### src/rtl/fetch_stage_pkg.sv
// Shared fetch/decode definitions: opcodes, the NOP word and fetch FSM state encodings.
// Also imported by control so both stages agree on opcode values.
package fetch_stage_pkg;

    localparam logic [4:0]  OP_HALT  = 5'b00000;
    localparam logic [4:0]  OP_NOP   = 5'b00001;
    localparam logic [15:0] NOP_WORD = {OP_NOP, 11'd0};

    typedef enum logic [1:0] {
        ST_REQ    = 2'd0,
        ST_DRAIN  = 2'd1,
        ST_HOLD   = 2'd2,
        ST_HALTED = 2'd3
    } fetch_state_e;

    function automatic logic is_halt(input logic [15:0] instr);
        return instr[15:11] == OP_HALT;
    endfunction

endpackage

### src/rtl/fetch_stage_pc_reg.sv
// Program counter: synchronous reset to RESET_PC, load enable, next value is pc+2 or redirect target.
module pc_reg #(
    parameter logic [15:0] RESET_PC = 16'h0000
) (
    input  logic        clk_i,
    input  logic        rst_i,
    input  logic        load_i,
    input  logic        sel_redirect_i,
    input  logic [15:0] redirect_pc_i,
    output logic [15:0] pc_o,
    output logic [15:0] pc_plus2_o
);

    logic [15:0] pc_q;
    logic [15:0] pc_d;

    assign pc_plus2_o = pc_q + 16'd2;
    assign pc_o       = pc_q;

    always_comb begin
        pc_d = sel_redirect_i ? redirect_pc_i : pc_plus2_o;
    end

    always_ff @(posedge clk_i) begin
        if (rst_i) begin
            pc_q <= RESET_PC;
        end else if (load_i) begin
            pc_q <= pc_d;
        end
    end

endmodule

### src/rtl/fetch_stage.sv
// Instruction-fetch stage: PC, variable-latency imem handshake, one-word skid buffer, redirect squash, HALT.
// Optional ALIGN_CHECK_EN: odd fetch address halts the stage with err set instead of issuing a request.
//
// state     | meaning
// ST_REQ    | request asserted at pc; fills output slot or skid buffer on imem_done
// ST_DRAIN  | squashed access still outstanding; data discarded on imem_done
// ST_HOLD   | skid buffer full, no request until decode consumes
// ST_HALTED | HALT consumed (or misaligned fetch); no requests until reset
module fetch_stage
    import fetch_stage_pkg::*;
#(
    parameter logic [15:0] RESET_PC  = 16'h0000,
    parameter logic [15:0] NOP_INSTR = NOP_WORD
) (
    input  logic        clk_i,
    input  logic        rst_i,
    input  logic        stall_i,
    input  logic        redirect_valid_i,
    input  logic [15:0] redirect_pc_i,
    output logic        imem_rd_o,
    output logic [15:0] imem_addr_o,
    input  logic [15:0] imem_rdata_i,
    input  logic        imem_done_i,
    output logic        if_valid_o,
    output logic [15:0] if_instr_o,
    output logic [15:0] if_pc_plus2_o,
    output logic        halted_o,
    output logic        err_o
);

    fetch_state_e state_q, state_d;
    logic        if_valid_q, if_valid_d;
    logic [15:0] if_instr_q, if_instr_d;
    logic [15:0] if_pc2_q, if_pc2_d;
    logic [15:0] buf_instr_q, buf_instr_d;
    logic [15:0] buf_pc2_q, buf_pc2_d;
    logic [15:0] drain_addr_q, drain_addr_d;
    logic        halted_q, halted_d;
    logic        err_q, err_d;

    logic        pc_load, pc_sel_redirect;
    logic [15:0] pc, pc_plus2;
    logic        consume, slot_free, halt_take, redirect_go, misalign, in_flight;

    pc_reg #(.RESET_PC(RESET_PC)) u_pc_reg (
        .clk_i          (clk_i),
        .rst_i          (rst_i),
        .load_i         (pc_load),
        .sel_redirect_i (pc_sel_redirect),
        .redirect_pc_i  (redirect_pc_i),
        .pc_o           (pc),
        .pc_plus2_o     (pc_plus2)
    );

`ifdef ALIGN_CHECK_EN
    assign misalign = (state_q == ST_REQ) && pc[0];
`else
    assign misalign = 1'b0;
`endif

    assign consume     = if_valid_q && !stall_i;
    assign slot_free   = !if_valid_q || consume;
    assign halt_take   = consume && is_halt(if_instr_q);
    // a pending halt (DRAIN with halted_q set) also ignores redirects
    assign redirect_go = redirect_valid_i && !halted_q && (state_q != ST_HALTED);
    assign in_flight   = ((state_q == ST_REQ) && !misalign) || (state_q == ST_DRAIN);

    always_ff @(posedge clk_i) begin
        if (rst_i) begin
            state_q      <= ST_REQ;
            if_valid_q   <= 1'b0;
            if_instr_q   <= NOP_INSTR;
            if_pc2_q     <= 16'h0000;
            buf_instr_q  <= 16'h0000;
            buf_pc2_q    <= 16'h0000;
            drain_addr_q <= 16'h0000;
            halted_q     <= 1'b0;
            err_q        <= 1'b0;
        end else begin
            state_q      <= state_d;
            if_valid_q   <= if_valid_d;
            if_instr_q   <= if_instr_d;
            if_pc2_q     <= if_pc2_d;
            buf_instr_q  <= buf_instr_d;
            buf_pc2_q    <= buf_pc2_d;
            drain_addr_q <= drain_addr_d;
            halted_q     <= halted_d;
            err_q        <= err_d;
        end
    end

    always_comb begin
        state_d         = state_q;
        if_valid_d      = if_valid_q;
        if_instr_d      = if_instr_q;
        if_pc2_d        = if_pc2_q;
        buf_instr_d     = buf_instr_q;
        buf_pc2_d       = buf_pc2_q;
        drain_addr_d    = drain_addr_q;
        halted_d        = halted_q;
        err_d           = err_q;
        pc_load         = 1'b0;
        pc_sel_redirect = 1'b0;

        if (consume) begin
            if_valid_d = 1'b0;
            if_instr_d = NOP_INSTR;
        end

        unique case (state_q)
            ST_REQ: begin
                if (misalign) begin
                    err_d    = 1'b1;
                    halted_d = 1'b1;
                    state_d  = ST_HALTED;
                end else if (imem_done_i) begin
                    pc_load = 1'b1;
                    if (slot_free) begin
                        if_valid_d = 1'b1;
                        if_instr_d = imem_rdata_i;
                        if_pc2_d   = pc_plus2;
                    end else begin
                        buf_instr_d = imem_rdata_i;
                        buf_pc2_d   = pc_plus2;
                        state_d     = ST_HOLD;
                    end
                end
            end
            ST_HOLD: begin
                if (consume) begin
                    if_valid_d = 1'b1;
                    if_instr_d = buf_instr_q;
                    if_pc2_d   = buf_pc2_q;
                    state_d    = ST_REQ;
                end
            end
            ST_DRAIN: begin
                if (imem_done_i) begin
                    state_d = halted_q ? ST_HALTED : ST_REQ;
                end
            end
            default: ;
        endcase

        // an outstanding access must still complete before we park in HALTED
        if (halt_take && (state_q != ST_HALTED)) begin
            halted_d   = 1'b1;
            if_valid_d = 1'b0;
            if_instr_d = NOP_INSTR;
            state_d    = (in_flight && !imem_done_i) ? ST_DRAIN : ST_HALTED;
            if (state_q == ST_REQ) begin
                drain_addr_d = pc;
            end
        end

        if (redirect_go) begin
            pc_load         = 1'b1;
            pc_sel_redirect = 1'b1;
            if_valid_d      = 1'b0;
            if_instr_d      = NOP_INSTR;
            halted_d        = halted_q;
            err_d           = err_q;
            if (in_flight && !imem_done_i) begin
                state_d = ST_DRAIN;
                if (state_q == ST_REQ) begin
                    drain_addr_d = pc;
                end
            end else begin
                state_d = ST_REQ;
            end
        end
    end

    always_comb begin
        imem_rd_o   = !rst_i && in_flight;
        imem_addr_o = (state_q == ST_DRAIN) ? drain_addr_q : pc;
    end

    assign if_valid_o    = if_valid_q;
    assign if_instr_o    = if_instr_q;
    assign if_pc_plus2_o = if_pc2_q;
    assign halted_o      = halted_q;
    assign err_o         = err_q;

endmodule

### config.mk
export PLATFORM = sky130hd
export DESIGN_NAME = fetch_stage
export DESIGN_NICKNAME = d
export VERILOG_FILES = /design/src/rtl/fetch_stage_pkg.sv /design/src/rtl/fetch_stage_pc_reg.sv /design/src/rtl/fetch_stage.sv
export SDC_FILE = /design/constraint.sdc
export NUM_CORES = 1
export LEC_CHECK = 0
export BUFFER_PORTS_ARGS = -buffer_cell sky130_fd_sc_hd__buf_4
export CORE_ASPECT_RATIO = 0.75
export CORE_MARGIN = 2
export CORE_UTILIZATION = 40
export CTS_CLUSTER_DIAMETER = 80
export DETAILED_ROUTE_END_ITERATION = 10
export MAX_ROUTING_LAYER = met4
export SLEW_MARGIN = 10
export SYNTH_ARGS = -nofsm -noshare
export SYNTH_HDL_FRONTEND = slang
export SYNTH_SLANG_ARGS = --single-unit
### constraint.sdc
create_clock -name clk_i -period 3.2 [get_ports clk_i]
set_clock_uncertainty 0.1 [all_clocks]
set_input_delay 0 -clock clk_i [delete_from_list [all_inputs] [get_ports clk_i]]
set_output_delay 0 -clock clk_i [all_outputs]
set_load 0.03 [all_outputs]
# Yosys cells after proc, flatten, opt, wreduce, memory -nomap -nowiden
# Index checks and enable logic that the tools add are counted.
[classes]
n_addsub = 1
n_mul = 0
div_mod_pow = 0
order_cmp = 0
eq_ne = 10
shift = 0
n_mux = 35
bitwise_logic = 2
n_reduce_logical = 23
[op_table]
columns = ["cell", "count"]
rows = [
  ["two-way mux 16 bit", 14],
  ["case mux 16 bit (2 select lines)", 2],
  ["adder 16 x 2 -> 16 bit (second input constant)", 1],
  ["two-way mux 2 bit", 8],
  ["!= test 4 x 3 -> 1 bit (second input constant)", 3],
  ["two-way mux 1 bit", 9],
  ["!= test 2 bit (second input constant)", 4],
  ["logical AND 1 bit", 7],
  ["case mux 2 bit (3 select lines)", 1],
  ["zero test 1 bit", 5],
  ["zero test 5 bit", 1],
  ["AND reduction 5 bit", 1],
  ["nonzero test 5 bit", 1],
  ["!= test 4 bit (second input constant)", 1],
  ["AND reduction 4 bit", 1],
  ["AND reduction 3 bit", 1],
  ["OR reduction 3 bit", 1],
  ["== test 2 x 1 -> 1 bit (second input constant)", 1],
  ["== test 2 bit (second input constant)", 1],
  ["zero test 2 bit", 1],
  ["logical OR 1 bit", 2],
  ["inverter 1 bit", 2],
  ["case mux 1 bit (2 select lines)", 1],
  ["AND reduction 2 bit", 1],
  ["nonzero test 2 bit", 1],
]
[totals]
register_bits = 100
latch_bits = 0
mem_bits_rw = 0
mem_bits_ro = 0
input_bits = 37
out_inout_bits = 52
memories = 0

# Longest topological paths before layout
# Gate-level depths: netlist of run 1.
[depth]
word_depth = 8
depth_mapped = 9
ltp_nobuf = 7

# Hierarchy
# Synthesis of run 1 repeated with hierarchy kept, for this count alone.
[hier_totals]
hier_cells = 589
hier_area_um2 = 5109.9
[by_module_without_submodules]
columns = ["mod", "instances", "cells_each", "area_each_um2"]
rows = [
  ["fetch_stage", 1, 436, 3931.3],
  ["pc_reg", 1, 153, 1178.6],
]

# Worst setup path after synthesis of run 1
# Ideal clock, no wire load.
[synth_path]
kind = "reg-to-reg"
startpoint = "register state_q[0]"
endpoint = "register state_q[0]"
arrival_time_ps = 1944
t_required_ps = 2950
slack_ps = 1006
path_stages_with_launch = 7
n_path_buf = 0
synth_period_minus_slack_ps = 2194
cell_sequence = "dfxtp_1 -> ha_1 -> or4_4 -> nor4_4 -> o41ai_1 -> a211oi_1 -> a211oi_1"
[synth_via]
elab_chain_len = 5
[synth_lines]
columns = ["element", "line", "source"]
rows = [
  ["start: declaration", "fetch_stage.sv:31", "fetch_state_e state_q, state_d;"],
  ["start signal: assignment", "fetch_stage.sv:80", "state_q <= state_d;"],
  ["branches (longest 5 deep; another with AND reduction 5 bit)", "n/a", ""],
]
# Parallel ways; which one is timed is not known.
# A chain may end at the register's enable or synchronous reset.

# Worst setup path in the final report of run 1
[layout_path]
startpoint = "register state_q[0]"
endpoint = "register if_instr_q[15], in the netlist if_instr_o[15]"
[layout_via]
elab_chain_len = 3
[layout_lines]
columns = ["element", "line", "source"]
rows = [
  ["!= test 2 bit", "fetch_stage.sv:65, fetch_stage.sv:146", ""],
  ["logical AND 1 bit, on equally long branches", "fetch_stage.sv:65, fetch_stage.sv:146", ""],
  ["OR reduction 3 bit (no source line)", "n/a", ""],
  ["end signal: assignment", "fetch_stage.sv:82", "if_instr_q <= if_instr_d;"],
  ["end: declaration", "fetch_stage.sv:33", "logic [15:0] if_instr_q, if_instr_d;"],
]
# Parallel ways exist; a longest one is shown, timed or not.

==> impl_metrics.csv, run 1 <==
group,metric,value,unit
clock_network,cts.sinks,100,
floorplan,io_pins,89,
power_and_ir_drop,peakVddDrop,0.278,mV
floorplan,die_x,127,um
setup_path,worstSetupStartpointType,"register",
route,wl_met1,5.52,mm
layout,multi_input_area,2310,sq um
sta,fin_setup_tns,0,ns
floorplan,start_util,41.5,%
place,place_area,5270,sq um
route,routed-wl-met3,721,um
global_route,antenna_found_initial,0,
layout,antenna_cells,0,
layout,final_cell_mix,"100 x dfxtp_1, 98 x buf_4, 76 x nand2_1",
setup_path,cp.required,3.37,ns
sta,maxSlewViolCount,0,
clock_network,insertion_delay,0.34,ns
hold_path,holdCritPathClass,"in2reg",
setup_path,ff2ff_setup_slack,0.73,ns
setup_path,critPathMaxFanout,15,
sta,setup_viol,0,
layout,fin_area,5900,sq um
floorplan,fp.dieH,96.6,um
synthesis,synth_cells,538,
route,drt-total-wl,12.2,mm
sta,tightest_slew,1.15,ns
global_route,grt_overflow,0,
hold_path,worstHoldEndpoint,"u_pc_reg.pc_o[0]$_SDFFE_PP0P_",
hold_path,hold-path-cell-count,4,
sta,fmax,405,MHz
clock_network,numCtsBuffers,9,
global_route,grt_max_degree,83,
floorplan,rows,33,
setup_path,crit_type,"reg2reg",
layout,regArea,2000,sq um
synthesis,synth-main-ff-cell,"dfxtp_1",
synthesis,syn_nets,581,
setup_path,reg2reg_from,"state_q[0]$_SDFFE_PP0P_",
route,final_antenna_net_count,0,
clock_network,root_buffer,"clkbuf_16",
sta,period_share,77.2,%
job,cap_violations,0,
route,dr.pass1.iters,5,
route,drt_iter0_drc,301,
route,vias,4239,
place,portBuffers,87,
power_and_ir_drop,p_leak,2.31,nW
clock_network,cts_setup_buffers,0,
power_and_ir_drop,cellPowerDensity,578,nW/um^2
route,wl_per_cell,15.6,um
layout,drive_above_1_share,21.4,%
setup_path,arrival,2.64,ns
synthesis,synth-seq-cells,100,
run_status,outcome,"complete, no violations",
global_route,grt_pass1_vias,3996,
setup_path,reg2reg_depth,6,
layout,finalCoreUtilization,53.5,%
global_route,grt_pass1_wl,19.9,mm
synthesis,synth_edf_count,0,
place,hpwlAfterDp,8.12,mm
synthesis,syn_area,4570,sq um
setup_path,end_kind,"register",
power_and_ir_drop,power,3.41,mW
layout,final_common_cell,"dfxtp_1",
synthesis,synth-seq-area-share,43.8,%
clock_network,clkTransAtPathRegs,0.07,ns
clock_network,cts_max_level,3,
floorplan,die_area,12300,sq um
route,drc,0,
synthesis,yosysWarningCount,0,
clock_network,clockBufferDepth,2,
place,routabilityCongestion,0.881,
sta,hold_violations,0,
layout,nFillCells,1008,
sta,rsz0062_at_grt,"false",
layout,area_growth,29.1,%
sta,slew-limit-headroom,23.0,%
clock_network,cts_tree,"done",
floorplan,core_area,11000,sq um
synthesis,ys_types,47,
global_route,grt_usage,20.4,%
sta,fin_crit,2.47,ns
layout,finalNetCount,677,
synthesis,syn_avg_cell_area,8.50,sq um
route,viasPerCell,5.44,
route,met2_length,5.76,mm
route,top_layer,"met4",
synthesis,ys_async_sr_fraction,0,%
hold_path,min_from,"redirect_valid_i",
setup_path,r2r-end,"if_instr_o[15]$_SDFF_PP0_",
-- final cells by class --
class	count	share of cell area (%)
timing repair buffer	131	18.1
tap	140	2.97
sequential	100	33.9
multi-input combinational	379	39.1
clock buffer	9	3.82
clock inverter	7	1.27
inverter	13	0.827
-- through the flow --
stage,setup WS [ns],hold slack (ns),cells
after global placement,0.873,0.126,730
after detailed placement,0.776,0.130,730
after CTS,0.757,0.0394,779
after floorplan,1.01,0.0179,538
after global routing,0.524,0.0568,779
final,0.729,0.0464,779
-- sequential cells by signal, summed over array words and instances (netlist names) --
| name | count |
|---|---|
| buf_instr_q | 16 |
| buf_pc2_q | 16 |
| drain_addr_q | 16 |
| if_instr_o | 16 |
| if_pc_plus2_o | 16 |
| u_pc_reg.pc_o | 16 |
| state_q | 2 |
| halted_o | 1 |
| if_valid_o | 1 |
-- worst max path at each step --
stage                                  startpoint                        end  slack, ns
final                     state_q[0]$_SDFFE_PP0P_  if_instr_o[15]$_SDFF_PP0_       0.73
after floorplan           state_q[0]$_SDFFE_PP0P_    state_q[0]$_SDFFE_PP0P_       1.01
after CTS                 state_q[1]$_SDFFE_PP0P_    state_q[0]$_SDFFE_PP0P_       0.76
after global routing      state_q[0]$_SDFFE_PP0P_   if_instr_o[3]$_SDFF_PP0_       0.52
after global placement    state_q[0]$_SDFFE_PP0P_   if_instr_o[8]$_SDFF_PP0_       0.87
after detailed placement  state_q[1]$_SDFFE_PP0P_    state_q[0]$_SDFFE_PP0P_       0.78
-- critical path, cell delays in order (launching register included) --
cell	delay [ns]
dfxtp_1	0.35
inv_1	0.12
ha_1	0.42
nor3_1	0.14
nor2_1	0.88
a222oi_1	0.23
nor2_1	0.15
-- Yosys cell counts (5+ instances only) --
| library cell | number | share of area [%] |
|---|---|---|
| a211oi_1 | 25 | 4.1 |
| a222oi_1 | 15 | 3.3 |
| a311oi_1 | 7 | 1.3 |
| dfxtp_1 | 100 | 44 |
| clkbuf_1 | 28 | 2.3 |
| a21oi_1 | 46 | 5.0 |
| o21ai_0 | 19 | 2.1 |
| nor2_1 | 71 | 5.8 |
| nor3_1 | 10 | 1.1 |
| mux2_2 | 13 | 3.2 |
| or3_1 | 5 | 0.68 |
| nand2_1 | 76 | 6.2 |
| buf_2 | 7 | 0.77 |
| xnor2_1 | 17 | 3.3 |
| o211ai_1 | 5 | 0.82 |
| inv_1 | 11 | 0.90 |
| ha_1 | 6 | 1.6 |
| nand3_1 | 7 | 0.77 |
| mux2i_1 | 19 | 4.2 |
| xor2_1 | 6 | 1.1 |
-- repair_timing --
action | in CTS | in global routing
hold endpoints to repair | 49 | 0
hold buffers | 33 | 0
resized for setup | 0 | 0
-- power by group --
| part | switching [mW] | total [mW] | internal, mW | leakage, nW |
|---|---|---|---|---|
| registers | 0.0833 | 1.42 | 1.33 | 0.814 |
| logic | 0.544 | 0.906 | 0.362 | 1.36 |
| clock network | 0.484 | 1.09 | 0.609 | 0.138 |
| total | 1.11 | 3.41 | 2.30 | 2.31 |
-- routing by layer --
layer	GRT usage (%)	vias to the layer above
li1	-	2077
met1	26.7	2013
met2	32.4	136
met3	4.48	13
met4	4.99	0
met5	-	-
-- kinds of logic after synthesis --
kind of cell / after synthesis / synth area share (%)
flip-flops: 100 / 43.8
AND/OR/NAND/NOR: 191 / 18.3
buffers and inverters: 59 / 5.75
adder cells (fa/ha/maj): 6 / 1.64
other: 1 / 0.0820
multiplexers: 32 / 7.36
AO/OA/AOI/OAI: 126 / 18.7
XOR/XNOR: 23 / 4.40
No activity file was read; power rests on OpenSTA's default activity.
==> inputs of run 2 (changes only) <==
- clock period: 3.2 -> 2.55 ns (I/O delays scaled with it)
==> run 2 against run 1 <==
  * Combinational power grew 27%
  * Sequential share of layout area shrank 0.44 points
  * First-iteration DRC count grew 44%
  * Critical path depth is the same
  * Global-route usage grew 0.40 points
  * Clock power grew 55%
  * Design area grew 1.3%
  * Sequential power grew 25%
==> impl_metrics.csv, run 2 (synthesized netlist as in run 1, its figures left out) <==
group,metric,value,unit
run_status,outcome,"complete, no violations",
setup_path,crit_type,"reg2reg",
global_route,grt_usage,20.8,%
route,wl_per_cell,15.7,um
setup_path,critPathBufInv,0,
route,final_antenna_net_count,0,
clock_network,root_buffer,"clkbuf_16",
global_route,grt_pass1_wl,20.3,mm
sta,fin_setup_tns,0,ns
route,drc,0,
power_and_ir_drop,pwr-share-comb,24.9,%
setup_path,path_cells,"ha_1 -> or4_4 -> nor4_4 -> o41ai_1 -> a211oi_1 -> a211oi_1",
layout,finalNetCount,677,
layout,drive_above_1_share,21.8,%
power_and_ir_drop,peakVddDrop,0.398,mV
power_and_ir_drop,p_int,3.20,mW
clock_network,cts_max_level,3,
sta,setup_viol,0,
job,cap_violations,0,
place,routabilityCongestion,0.858,
sta,period_share,92.9,%
floorplan,io_pins,89,
power_and_ir_drop,seqPwrFrac,38.5,%
global_route,grt_overflow,0,
floorplan,core_area,11000,sq um
power_and_ir_drop,p_clk_share,36.6,%
sta,fmax,422,MHz
clock_network,insertion_delay,0.35,ns
sta,setup_slack,0.180,ns
sta,hold_violations,0,
power_and_ir_drop,cellPowerDensity,771,nW/um^2
clock_network,numCtsBuffers,9,
setup_path,cpMaxStageDelayCell,"or4_4",
setup_path,cp.required,2.64,ns
route,viasPerCell,5.40,
setup_path,arrival,2.46,ns
layout,final_cell_mix,"100 x dfxtp_1, 98 x buf_4, 76 x nand2_1",
setup_path,reg2reg_depth,6,
clock_network,clockBufferDepth,2,
global_route,antenna_found_initial,0,
place,place_ws,0.108,ns
place,portBuffers,87,
hold_path,holdCritPathClass,"in2reg",
sta,whs,0.0373,ns
place,hpwlAfterDp,8.12,mm
setup_path,critPathMaxFanout,7,
sta,slew-limit-headroom,41.0,%
place,placed_cells,730,
clock_network,cts.sinks,100,
power_and_ir_drop,p_leak,2.35,nW
setup_path,end_kind,"register",
route,drt_iter0_drc,432,
hold_path,hold-path-cell-count,4,
global_route,grt_pass1_vias,3996,
layout,nFillCells,1018,
floorplan,fp.dieH,96.6,um
power_and_ir_drop,power,4.61,mW
power_and_ir_drop,switching_share,30.7,%
floorplan,die_area,12300,sq um
route,dr.pass1.iters,6,
setup_path,worstSetupStartpointType,"register",
layout,instances_no_fill,779,
clock_network,clkTransAtPathRegs,0.07,ns
sta,maxSlewViolCount,0,
route,drt-total-wl,12.2,mm
setup_path,max_stage_delay,0.53,ns
floorplan,start_util,41.5,%
sta,rsz0062_at_grt,"false",
layout,area_growth,30.8,%
clock_network,cts_tree,"done",
floorplan,rows,33,
floorplan,die_x,127,um
setup_path,cp_top_family,"simple AND/OR/NAND/NOR gates",
route,vias,4208,
sta,fin_crit,2.37,ns
setup_path,path_depth,6,
sta,tightest_slew,0.885,ns
power_and_ir_drop,power.switching,1.42,mW
clock_network,cts_setup_buffers,0,
layout,antenna_cells,0,
global_route,grt_max_degree,83,
layout,final_common_cell,"dfxtp_1",
setup_path,path_common_cell,"a211oi_1",
-- run 2: cell count changes in the layout (fill, tap and decap cells not counted), moves of 2 or more --
cell	before	now
nor2_2	1	3
bufinv_16	1	4
nor2_1	70	68
clkinvlp_4	3	1
-- run 2: path summary, 6_finish.rpt --
check,startpoint,end,slack (ns)
hold reg to reg,if_pc_plus2_o[1]$_SDFFE_PP0P_,if_pc_plus2_o[1]$_SDFFE_PP0P_,0.36
setup / recovery,state_q[1]$_SDFFE_PP0P_,state_q[0]$_SDFFE_PP0P_,0.18
hold / removal,redirect_valid_i,u_pc_reg.pc_o[0]$_SDFFE_PP0P_,0.04
setup reg to reg,state_q[1]$_SDFFE_PP0P_,state_q[0]$_SDFFE_PP0P_,0.18
-- run 2: power groups by stage --
| stage | registers (mW) | logic [mW] | clock network (mW) |
|---|---|---|---|
| finish | 1.78 | 1.15 | 1.69 |
| global placement | 1.81 | 1.09 | 0 |
| detailed placement | 1.81 | 1.10 | 0 |
| floorplan | 1.88 | 0.665 | 0 |
| global route | 1.79 | 1.24 | 1.78 |
| CTS | 1.78 | 1.15 | 1.72 |
-- run 2: metal layers --
metal | up-vias | track usage, % | part of all wire [%] | wire (um)
li1 | 2077 | - | - | -
met1 | 2001 | 28.3 | 47 | 5700
met2 | 117 | 31.6 | 47 | 5700
met3 | 13 | 4.31 | 5.5 | 674
met4 | 0 | 5.83 | 1.2 | 144
met5 | - | - | 0 | 0
-- run 2: through the flow --
| step | util, % | instance area [sq um] |
|---|---|---|
| after floorplan | - | 4570 |
| after global placement | 47.8 | 5270 |
| after detailed placement | 47.8 | 5270 |
| after CTS | 54.2 | 5980 |
| after global routing | 54.3 | 5980 |
| final | 54.3 | 5980 |
-- run 2: final cells by class --
class                   count  area [sq um]  share of cell area, %
clock buffers               9           225                   3.77
clock inverters             7           148                   2.47
inverters                  13          48.8                  0.816
multi-input cells         379          2320                   38.7
flip-flops and latches    100          2000                   33.5
well taps                 140           175                   2.93
repair buffers            131          1070                   17.8
-- run 2: worst register-to-register path, cell delays in order (launching register included) --
cell      delay (ns)
dfxtp_1         0.36
ha_1            0.23
or4_4           0.53
nor4_4          0.37
o41ai_1         0.25
a211oi_1        0.30
a211oi_1        0.08
-- run 2: timing repair --
item / CTS / global route
hold buffers: 33 / 0
endpoints found under the setup margin: 0 / 24
endpoints found under the hold margin: 49 / 0
resized for setup: 0 / 2
